[config.mk]
export PLATFORM = sky130hd
export DESIGN_NAME = telemetry_pkt
export DESIGN_NICKNAME = d
export VERILOG_FILES = /design/src/rtl/telemetry_pkt.sv
export SDC_FILE = /design/constraint.sdc
export NUM_CORES = 1
export LEC_CHECK = 0
export ABC_AREA = 1
export BUFFER_PORTS_ARGS = -buffer_cell sky130_fd_sc_hd__buf_2
export CORE_MARGIN = 2
export CORE_UTILIZATION = 57
export CTS_CLUSTER_DIAMETER = 120
export DETAILED_ROUTE_END_ITERATION = 10
export GPL_ROUTABILITY_DRIVEN = 0
export PLACE_DENSITY = 0.8
export SYNTH_ARGS = -nofsm -noshare
export SYNTH_HDL_FRONTEND = slang
export SYNTH_SLANG_ARGS = --single-unit
[constraint.sdc]
create_clock -name clk -period 2 [get_ports clk]
set_clock_uncertainty 0.1 [all_clocks]
set_input_delay 0 -clock clk [delete_from_list [all_inputs] [get_ports clk]]
set_output_delay 0 -clock clk [all_outputs]
set_load 0.02 [all_outputs]
[src/rtl/telemetry_pkt.sv]
// Periodic telemetry framer: delimiter, then each channel as hi/lo bytes, handed to UART_tx one byte at a time.
// Defining TELEM_CHKSUM_EN appends a two's-complement checksum byte over the payload.
module telemetry_pkt #(
  parameter int          NUM_CH = 3,
  parameter int          CH_W   = 12,
  parameter int          PERIOD = 1048576,
  parameter logic [15:0] DELIM  = 16'hAA55
) (
  input  logic                     clk,
  input  logic                     rst_n,
  input  logic                     en,
  input  logic [NUM_CH*CH_W-1:0]   ch_data,
  input  logic                     tx_done,
  output logic                     trmt,
  output logic [7:0]               tx_data,
  output logic                     busy,
  output logic                     frame_done,
  output logic                     ovr
);

  localparam int CNT_W = $clog2(PERIOD);
`ifdef TELEM_CHKSUM_EN
  localparam int NBYTES = 3 + 2*NUM_CH;
`else
  localparam int NBYTES = 2 + 2*NUM_CH;
`endif
  localparam int IDX_W = $clog2(NBYTES);

  typedef enum logic [1:0] {S_IDLE, S_LOAD, S_WAIT} state_t;

  state_t             state, state_nxt;
  logic [CNT_W-1:0]   cnt;
  logic               tick;
  logic [IDX_W-1:0]   idx;
  logic [IDX_W-1:0]   pay_idx;
  logic [CH_W-1:0]    snap [NUM_CH];
  logic [15:0]        word;
  logic [7:0]         cur_byte;
  logic               last;
  logic               start, load, advance, finish;
`ifdef TELEM_CHKSUM_EN
  logic [7:0]         sum;
`endif

  assign tick = en && (cnt == CNT_W'(PERIOD-1));
  assign last = (idx == IDX_W'(NBYTES-1));

  always_ff @(posedge clk or negedge rst_n) begin
    if (!rst_n)           cnt <= '0;
    else if (!en || tick) cnt <= '0;
    else                  cnt <= cnt + CNT_W'(1);
  end

  // Byte selection: pay_idx counts payload bytes; its LSB picks lo over hi within a channel.
  always_comb begin
    word     = '0;
    cur_byte = 8'h00;
    pay_idx  = idx - IDX_W'(2);
    for (int i = 0; i < NUM_CH; i++) begin
      if (pay_idx[IDX_W-1:1] == (IDX_W-1)'(i)) word[CH_W-1:0] = snap[i];
    end
    if (idx == IDX_W'(0))      cur_byte = DELIM[15:8];
    else if (idx == IDX_W'(1)) cur_byte = DELIM[7:0];
`ifdef TELEM_CHKSUM_EN
    else if (last)             cur_byte = ~sum + 8'd1;
`endif
    else                       cur_byte = pay_idx[0] ? word[7:0] : word[15:8];
  end

  always_ff @(posedge clk or negedge rst_n) begin
    if (!rst_n) state <= S_IDLE;
    else        state <= state_nxt;
  end

  always_comb begin
    state_nxt = state;
    start     = 1'b0;
    load      = 1'b0;
    advance   = 1'b0;
    finish    = 1'b0;
    case (state)
      S_IDLE: if (tick) begin
        state_nxt = S_LOAD;
        start     = 1'b1;
      end
      S_LOAD: begin
        load      = 1'b1;
        state_nxt = S_WAIT;
      end
      S_WAIT: if (tx_done) begin
        if (last) begin
          finish    = 1'b1;
          state_nxt = S_IDLE;
        end else begin
          advance   = 1'b1;
          state_nxt = S_LOAD;
        end
      end
      default: state_nxt = S_IDLE;
    endcase
  end

  // Ticks arriving mid-frame are reported and dropped; the snapshot only moves on an accepted tick.
  always_ff @(posedge clk or negedge rst_n) begin
    if (!rst_n) begin
      trmt       <= 1'b0;
      tx_data    <= 8'h00;
      busy       <= 1'b0;
      frame_done <= 1'b0;
      ovr        <= 1'b0;
      idx        <= '0;
      for (int i = 0; i < NUM_CH; i++) snap[i] <= '0;
    end else begin
      trmt       <= load;
      frame_done <= finish;
      ovr        <= tick && (state != S_IDLE);
      if (load) tx_data <= cur_byte;
      if (start) begin
        busy <= 1'b1;
        for (int i = 0; i < NUM_CH; i++) snap[i] <= ch_data[i*CH_W +: CH_W];
      end else if (finish) begin
        busy <= 1'b0;
      end
      if (finish)       idx <= '0;
      else if (advance) idx <= idx + IDX_W'(1);
    end
  end

`ifdef TELEM_CHKSUM_EN
  always_ff @(posedge clk or negedge rst_n) begin
    if (!rst_n)                                     sum <= 8'h00;
    else if (start)                                 sum <= 8'h00;
    else if (load && idx >= IDX_W'(2) && !last)     sum <= sum + cur_byte;
  end
`endif

endmodule

==> results_dict.tcl, run 1 <==
set metrics [dict create \
    regArea_sq_um 1830 \
    clkSinkCount 73 \
    period_needed_ns 1.82 \
    n_antenna_cell 0 \
    route.detailed.drc 0 \
    finalMaxSlewViolations 0 \
    reg2reg_setup_slack_ns 0.18 \
    cts_tree "done" \
    ys_seq_area_frac 0.510 \
    fillers 411 \
    multi_input_area_sq_um 1530 \
    critPathArrivalTime_ns 1.96 \
    worst_ir_drop_vdd_uv 701 \
    syn_avg_cell_area_sq_um 7.92 \
    clkTransAtPathRegs_ns 0.08 \
    nets 595 \
    final_util 0.754 \
    finalCritPeriodShare 0.912 \
    tightest_slew_ns 0.485 \
    wire_per_inst_microns 14.1 \
    die_w_microns 83.3 \
    power_density_nw_per_um2 901 \
    status "completed" \
    htreeDepth 3 \
    end_kind "flip-flop" \
    fmax_mhz 548 \
    path_class "flip-flop to flip-flop" \
    drt_iter0_markers 320 \
    hold_viol 0 \
    die_h_microns 83.3 \
    grt_pass1_wl_mm 15.1 \
    ant_nets 0 \
    maxCapViolCount 0 \
    cp-startpoint "cnt[0]" \
    port_buffers 51 \
    start_util 0.598 \
    cp.required_ns 2.14 \
    cts-resized-gates 0 \
    fin_area_sq_um 4510 \
    firstDrtPassIters 5 \
    overflow 0 \
    hold_path.class "input pin to asynchronous set/reset pin" \
    groute.usage.overall 0.270 \
    synth_area_leaders "dfrtp_1, nand2_1, nand3_1" \
    place_area_sq_um 3920 \
    clk_latency_ns 0.36 \
    max_slew_margin 0.676 \
    syn_inst 452 \
    root_buffer "clkbuf_8" \
    yosys.area.top_type "dfrtp_1" \
    crit_fanout 37 \
    dp_hpwl_mm 5.48 \
    core_area_sq_um 5990 \
    die_area_sq_um 6930 \
    synth_top_area_frac 0.510 \
    grt_max_degree 74 \
    syn2layout_area_growth_pct 26.1 \
    ys_warn_count 0 \
    setup_tns_ns 0 \
    r2r_start "cnt[0]" \
    drive_gt1_frac 0.162 \
    grt_pass1_vias 3243 \
    rsz0062_at_grt "false" \
    syn-num-nets 497 \
    wl_mm 8.87 \
    io_pins 52 \
    cts_buffers 9 \
    netlist-cell-type-count 23 \
    vias 3342 \
    syn_area_sq_um 3580 \
    setup_viol 0 \
    cts_buffer_depth 2 \
    p_leak_nw 2.43 \
    vias_per_cell 5.30 \
    num_rows 28 \
    cp-start-kind "flip-flop" \
    ys_ff_latch 73 \
    antenna_found_initial 0 \
]
==> worst paths after layout <==
path | end | cells after the start
worst max register to register | snap[28] | 9
worst max-delay path | snap[28] | 9
max in group asynchronous | snap[2] | 3
worst min-delay path | cnt[17] | 3
min in group clk | snap[7] | 4
worst min register to register | cnt[0] | 1
==> layer usage <==
| metal | track usage | part of all wire |
|---|---|---|
| met5 | 0 | 0 |
| met4 | 0.118 | 0.031 |
| met3 | 0.0646 | 0.066 |
| met2 | 0.431 | 0.47 |
| met1 | 0.353 | 0.43 |
==> critical path: stages (launching register included) <==
cell and delay, ns:
dfrtp_1 0.37, ha_1 0.19, nand3_1 0.16, inv_1 0.13, nand2_4 0.08, nor2_4 0.16
nand4_4 0.08, buf_4 0.27, nand2_1 0.10, nand2_1 0.07
==> cell usage in the layout (no fill, tap or decap), types with 8 or more instances in the layout <==
cell type	count
clkbuf_8	9
dlygate4sd3_1	39
nand2_1	173
o21ai_0	8
nor2_1	45
a21oi_1	17
buf_2	51
inv_1	34
dfrtp_1	73
nand3_1	55
buf_4	8
==> cells in the mapped netlist <==
cell type  number
buf_2           7
dfrtp_1        73
buf_6           6
o21ai_0         8
nand4_4         1
nand2_2         1
nand3_1        55
nor2_4          3
nand3_2         1
ha_1            5
nor3_1          6
nand2_4         1
o21a_1          1
a21oi_1        17
nor2_1         46
xnor2_1         1
nor2_2          1
nand2_1       173
nor3_4          1
xor2_1          7
o21bai_1        1
or2_2           3
inv_1          34
==> registers in the layout (all words and copies together), names as in the netlist <==
name,flops
busy,1
cnt,20
frame_done,1
idx,3
ovr,1
snap,36
state,2
trmt,1
tx_data,8
==> where the power goes <==
group,switching (mW),internal [mW]
combinational,0.761,0.404
clock,0.578,0.576
sequential,0.139,1.61
total,1.48,2.59
==> metrics by stage <==
stage | total power [mW] | std cells | hold WS, ns | setup slack, ns
floorplan | 2.49 | 452 | -0.396 | 0.366
global placement | 2.83 | 574 | -0.0429 | 0.222
detailed placement | 2.87 | 574 | -0.0376 | 0.177
CTS | 4.06 | 629 | 0.133 | 0.145
global route | 4.31 | 630 | 0.157 | 0.00287
finish | 4.07 | 630 | 0.107 | 0.177
==> kinds of logic after synthesis <==
logic type,count (synthesis),share of synthesized area
buf+inv,47,0.0643
xor+xnor,8,0.0196
flops,73,0.510
fa+ha+maj,5,0.0175
compound gates,27,0.0391
simple gates,292,0.349
==> timing repair <==
item | CTS | global route
setup endpoints to repair | 0 | 20
setup buffers | 0 | 1
hold buffers | 39 | 0
endpoints found under the hold margin | 113 | 0
==> area by class of cell <==
class | count | share of cell area
Tap cell | 75 | 0.0208
Multi-Input combinational cell | 332 | 0.338
Timing Repair Buffer | 100 | 0.165
Clock buffer | 9 | 0.0274
Sequential cell | 73 | 0.405
Inverter | 34 | 0.0283
Clock inverter | 7 | 0.0155
Note: power is estimated with default switching activity, not from simulation.
==> run 2: changes to the inputs <==
--- a/config.mk
+++ b/config.mk
@@ -5,14 +5,13 @@
 export SDC_FILE = /design/constraint.sdc
 export NUM_CORES = 1
 export LEC_CHECK = 0
-export ABC_AREA = 1
 export BUFFER_PORTS_ARGS = -buffer_cell sky130_fd_sc_hd__buf_2
 export CORE_MARGIN = 2
-export CORE_UTILIZATION = 57
+export CORE_UTILIZATION = 56
 export CTS_CLUSTER_DIAMETER = 120
 export DETAILED_ROUTE_END_ITERATION = 10
 export GPL_ROUTABILITY_DRIVEN = 0
-export PLACE_DENSITY = 0.8
+export PLACE_DENSITY = 0.79
 export SYNTH_ARGS = -nofsm -noshare
 export SYNTH_HDL_FRONTEND = slang
 export SYNTH_SLANG_ARGS = --single-unit
==> run 2 against run 1 <==
  * The run now ends with negative setup slack left
  * Power decreased by 7.1%
  * Area after synthesis decreased by 5.3%
  * Global-route usage decreased by 0.83 points
  * Core utilization increased by 2.4 points
  * Worst setup slack got worse by 0.51 ns
  * Sequential share of layout area decreased by 0.53 points
  * Flip-flop and latch count unchanged
  * Critical path type unchanged
  * Critical endpoint is now snap[0]
  * Largest cell class unchanged
  * Largest power group unchanged
==> results_dict.tcl, run 2 <==
set metrics [dict create \
    status "finished with violations" \
    violations "negative setup slack" \
    ys_ff_latch 73 \
    root_buffer "clkbuf_8" \
    largest-register "snap" \
    dpl_worst_slack_ns -0.341 \
    synth-main-ff-cell "dfrtp_1" \
    period_needed_ns 2.33 \
    nets 446 \
    finalMaxSlewViolations 0 \
    synth_top_area_frac 0.539 \
    synth_area_leaders "dfrtp_1, mux2_2, mux2_4" \
    clkSinkCount 73 \
    clk_latency_ns 0.35 \
    die_w_microns 81.8 \
    end_kind "flip-flop" \
    die_area_sq_um 6690 \
    fmax_mhz 429 \
    worst_slack_ns -0.332 \
    ys_top_cells_by_count "dfrtp_1, mux2_2, nor2_1" \
    n_antenna_cell 0 \
    whs_ns 0.0987 \
    maxCapViolCount 0 \
    wl_mm 7.85 \
    cts_buffers 9 \
    largest_reg_flops 36 \
    ys_warn_count 0 \
    r2r_end "snap[0]" \
    syn_avg_cell_area_sq_um 12.3 \
    syn2layout_area_growth_pct 34.9 \
    clkTransAtPathRegs_ns 0.08 \
    path_class "flip-flop to flip-flop" \
    wire_per_inst_microns 16.3 \
    ff2ff_path_depth 5 \
    worst_ir_drop_vdd_uv 690 \
    core_area_sq_um 5890 \
    setup_tns_ns -10.99 \
    syn_area_sq_um 3390 \
    cts_tree "done" \
    synth-edff-count 0 \
    vias 2619 \
    power_density_nw_per_um2 826 \
    cp_slowest_cell "or4_4" \
    route.detailed.drc 0 \
    yosysMostFrequentCell "dfrtp_1" \
    drive_gt1_frac 0.382 \
    cts_buffer_depth 2 \
    grt_pass1_vias 2819 \
    netlist-cell-type-count 39 \
    fillers 394 \
    grt_max_degree 48 \
    mostFrequentLayoutCell "dfrtp_1" \
    hold_path.class "input pin to asynchronous set/reset pin" \
    overflow 0 \
    syn_inst 275 \
    cpPeakStageDelay_ns 0.56 \
    max_slew_margin 0.572 \
    finalCritPeriodShare 1.17 \
    p_leak_nw 2.30 \
    path_cells "nand4_2, or4_4, or4b_4, buf_12, mux2_4" \
    yosys.area.top_type "dfrtp_1" \
    syn-num-nets 320 \
    rsz0062_at_grt "true" \
    ant_nets 0 \
    largestRegisters "snap (36), cnt (20), tx_data (8)" \
    port_buffers 51 \
    antenna_found_initial 0 \
    grt_pass1_wl_mm 12.8 \
    drt_iter0_markers 167 \
    setup_viol 39 \
    cp-start-kind "flip-flop" \
    ys_seq_area_frac 0.539 \
    vias_per_cell 5.44 \
    firstDrtPassIters 4 \
    num_rows 28 \
    mostFrequentLayoutCells "dfrtp_1, buf_2, dlygate4sd3_1, buf_4, mux2_2" \
    crit_fanout 38 \
    hold_viol 0 \
    r2r_start "cnt[12]" \
    die_h_microns 81.8 \
    async_flop_share 1.00 \
    start_util 0.576 \
    groute.usage.overall 0.262 \
    io_pins 52 \
    reg2reg_setup_slack_ns -0.33 \
    tightest_slew_ns 0.642 \
    htreeDepth 3 \
    critPathArrivalTime_ns 2.47 \
    cp.required_ns 2.13 \
    dp_hpwl_mm 5.11 \
]
[run 2: changes by cell type in the layout (fill, tap and decap cells not counted), moves of 6 or more]
cell	change
a21oi_1	-13
a221oi_1	+6
buf_4	+27
inv_1	-26
mux2_2	+29
mux2_4	+18
nand2_1	-157
nand3_1	-48
nand4_1	+6
nor2_1	-26
xnor2_1	+6
[run 2: how the worst max path moves through the flow]
stage / end / cells past startpoint / slack, ns / start
global placement: snap[2] / 5 / -0.29 / cnt[12]
detailed placement: snap[5] / 5 / -0.34 / cnt[12]
finish: snap[0] / 5 / -0.33 / cnt[12]
CTS: snap[0] / 5 / -0.32 / cnt[12]
floorplan: snap[11] / 7 / -0.53 / cnt[9]
global route: snap[1] / 5 / -0.37 / cnt[12]
[run 2: metal layers]
metal  part of all wire  up-vias  GRT usage
li1                   -     1241          -
met1               0.42     1289      0.304
met2               0.52       76      0.464
met3              0.040       13     0.0549
met4              0.020        0      0.118
met5                  0        -          0
[run 2: logic make-up after synthesis]
group / Yosys count / synth area share
adders and majority gates: 5 / 0.0185
DFF: 73 / 0.539
and+or+nand+nor: 72 / 0.112
AOI/OAI and AO/OA: 40 / 0.0812
xor gates and xnor gates: 14 / 0.0362
muxes: 49 / 0.182
buffers and inverters: 22 / 0.0317
[run 2: final cells by class]
class,count,area [sq um],area share
Tap cell,75,93.8,0.0205
Clock buffer,13,149,0.0325
Timing Repair Buffer,128,960,0.210
Multi-Input combinational cell,180,1470,0.322
Inverter,9,33.8,0.00739
Sequential cell,73,1830,0.399
Clock inverter,3,40.0,0.00875
[run 2: timing repair]
action	CTS	global route
pin swaps	3	1
hold buffers	39	0
setup endpoints to repair	48	53
hold endpoints to repair	84	0
resized for setup	6	2
gates cloned	1	0
buffers inserted	2	0
[run 2: report_power, final]
part           total (mW)  switching [mW]  internal (mW)  leakage (nW)
logic               0.949           0.509          0.440          1.20
registers            1.71           0.120           1.59          1.00
clock network        1.12           0.514          0.608        0.0974
total                3.78            1.14           2.63          2.30
[run 2: through the flow]
| stage | std cells | instance area [sq um] | utilization | power (mW) |
|---|---|---|---|---|
| after global routing | 481 | 4570 | 0.777 | 3.95 |
| after detailed placement | 424 | 3960 | 0.673 | 2.61 |
| final | 481 | 4570 | 0.777 | 3.78 |
| after floorplan | 275 | 3400 | - | 2.22 |
| after CTS | 482 | 4570 | 0.777 | 3.79 |
| after global placement | 424 | 3960 | 0.673 | 2.57 |
[run 2: critical path, delay by kind of cell, from the launching register on]
family        cells  cell delay [ns]
simple gates      3             1.20
mux               1             0.32
flops             1             0.36
buf+inv           1             0.20
==> run 3: changes to the inputs <==
==> constraint.sdc (replaced) <==
create_clock -name clk -period 2 [get_ports clk]
set_clock_uncertainty 0.1 [all_clocks]
set_input_delay 0.6 -clock clk [delete_from_list [all_inputs] [get_ports clk]]
set_output_delay 0.6 -clock clk [all_outputs]
set_load 0.02 [all_outputs]
==> run 3 against run 2 <==
  * The flow still finishes with violations (negative setup slack)
  * Clock-buffer cell count down 2
  * Clock power rose by 40%
  * Worst setup slack got worse by 0.012 ns
  * Worst hold slack better by 0.053 ns
  * Core utilization is 4.5 points lower
  * Sequential share of layout area grew 2.5 points
  * First-iteration DRC count is 3.6% higher
  * Flip-flop and latch count did not move
  * Final cell count is 7.9% lower
  * Critical path type unchanged
  * Largest power group unchanged
  * Highest routed layer unchanged
==> results_dict.tcl, run 3 (same netlist as run 2, synthesis figures left out) <==
set metrics [dict create \
    root_buffer "clkbuf_8" \
    regArea_sq_um 1830 \
    clkSinkCount 73 \
    critPathArrivalTime_ns 2.48 \
    dp_cells 424 \
    antenna_found_initial 0 \
    vias 2539 \
    clockPowerShare 0.377 \
    grt_pass1_wl_mm 11.6 \
    power.total_mw 4.17 \
    ant_nets 0 \
    crit_fanout 38 \
    rsz0062_at_grt "true" \
    cts_buffers 9 \
    io_pins 52 \
    hold_viol 0 \
    clk_latency_ns 0.35 \
    drt_iter0_markers 173 \
    tightest_slew_ns 0.455 \
    period_needed_ns 2.34 \
    setup_viol 40 \
    power_density_nw_per_um2 967 \
    cp-start-kind "flip-flop" \
    maxCapViolCount 0 \
    overflow 0 \
    power.internal_mw 2.99 \
    cp.required_ns 2.13 \
    largest_reg_flops 36 \
    dpl_worst_slack_ns -0.309 \
    violations "negative setup slack" \
    mostFrequentLayoutCells "dfrtp_1, buf_2, buf_4, mux2_2, nor2_1" \
    vias_per_cell 5.73 \
    die_h_microns 81.8 \
    n_antenna_cell 0 \
    drive_gt1_frac 0.443 \
    num_rows 28 \
    htreeDepth 3 \
    grt_pass1_vias 2522 \
    worst_slack_ns -0.344 \
    max_slew_margin 0.694 \
    r2r_start "cnt[10]" \
    ff2ff_path_depth 5 \
    fillers 403 \
    cp_top_family "simple AND/OR/NAND/NOR gates" \
    finalNonFillerCells 443 \
    core_area_sq_um 5890 \
    final_util 0.732 \
    largest-register "snap" \
    syn2layout_area_growth_pct 27.1 \
    port_buffers 51 \
    cpPeakStageDelay_ns 0.57 \
    cts_tree "done" \
    finalMaxSlewViolations 0 \
    whs_ns 0.152 \
    combPwrFrac 0.213 \
    path_class "flip-flop to flip-flop" \
    nets 408 \
    path_cells "nand4_2, or4_4, or4b_4, buf_12, mux2_4" \
    worstPathBufferInverterCount 1 \
    hold_path.class "input pin to asynchronous set/reset pin" \
    largestRegisters "snap (36), cnt (20), tx_data (8)" \
    p_leak_nw 2.19 \
    grt_max_degree 74 \
    cp_slowest_cell "or4_4" \
    status "finished with violations" \
    die_w_microns 81.8 \
    worst_ir_drop_vdd_uv 712 \
    groute.usage.overall 0.236 \
    cts_buffer_depth 2 \
    wl_mm 7.46 \
    fmax_mhz 427 \
    dp_hpwl_mm 5.01 \
    start_util 0.576 \
    reg2reg_setup_slack_ns -0.34 \
    multi_input_area_sq_um 1500 \
    end_kind "flip-flop" \
    mostFrequentLayoutCell "dfrtp_1" \
    firstDrtPassIters 4 \
    p_sw_mw 1.17 \
    p_sw_frac 0.281 \
    finalCritPeriodShare 1.17 \
    r2r_end "snap[26]" \
    clkTransAtPathRegs_ns 0.08 \
    die_area_sq_um 6690 \
    wire_per_inst_microns 16.8 \
    route.detailed.drc 0 \
    p_seq_frac 0.410 \
]
-- run 3: changes by cell type in the layout (fill, tap and decap cells not counted), moves of 2 or more --
cell           delta
clkbuf_1          -3
bufinv_16         +3
a21oi_2           +2
a21oi_1           -2
dlygate4sd3_1    -39
-- run 3: power groups by stage --
stage / Clock, mW / Combinational, mW / Sequential, mW
6_report: 1.57 / 0.888 / 1.71
5_1_grt: 1.66 / 0.967 / 1.72
4_1_cts: 1.59 / 0.884 / 1.71
3_5_place_dp: 0 / 0.875 / 1.73
3_3_place_gp: 0 / 0.844 / 1.73
2_1_floorplan: 0 / 0.451 / 1.77
-- run 3: layout make-up --
cell class	count	area share
flip-flops and latches	73	0.424
multi-input cells	180	0.348
repair buffers	90	0.135
clock buffers	11	0.0351
clock inverters	5	0.0290
well taps	75	0.0218
inverters	9	0.00784
-- run 3: how the worst max path moves through the flow --
| stage | from | endpoint | slack, ns | cells past startpoint |
|---|---|---|---|---|
| 2_1_floorplan | cnt[9] | snap[11] | -0.53 | 7 |
| 3_3_place_gp | cnt[12] | snap[2] | -0.29 | 5 |
| 3_5_place_dp | cnt[10] | snap[35] | -0.31 | 5 |
| 4_1_cts | cnt[10] | snap[35] | -0.31 | 5 |
| 5_1_grt | cnt[10] | snap[33] | -0.37 | 5 |
| 6_report | cnt[10] | snap[26] | -0.34 | 5 |
-- run 3: what timing repair did --
action                     4_1_cts  5_1_grt
gates resized for setup          1       13
setup buffers                    0        2
hold buffers                     0        0
pin swaps                        0        3
cloned                           0        1
setup endpoints to repair       40       52
-- run 3: through the flow --
step,cell area (sq um),setup TNS [ns]
after floorplan,3400,-17.35
after global placement,3960,-10.02
after detailed placement,3960,-10.40
after CTS,4240,-10.67
after global routing,4310,-13.07
final,4310,-11.74
-- run 3: metal layers --
metal,global-route usage,up-vias,part of all wire
met5,0,-,0
met4,0.0983,0,0.015
met3,0.0505,10,0.044
met2,0.389,73,0.51
met1,0.301,1283,0.44
li1,-,1173,-
-- run 3: worst register-to-register path: cells and delay by family, from the launching register on --
family,cells,cell delay [ns]
simple gates,3,1.20
buf+inv,1,0.20
flops,1,0.37
mux,1,0.35
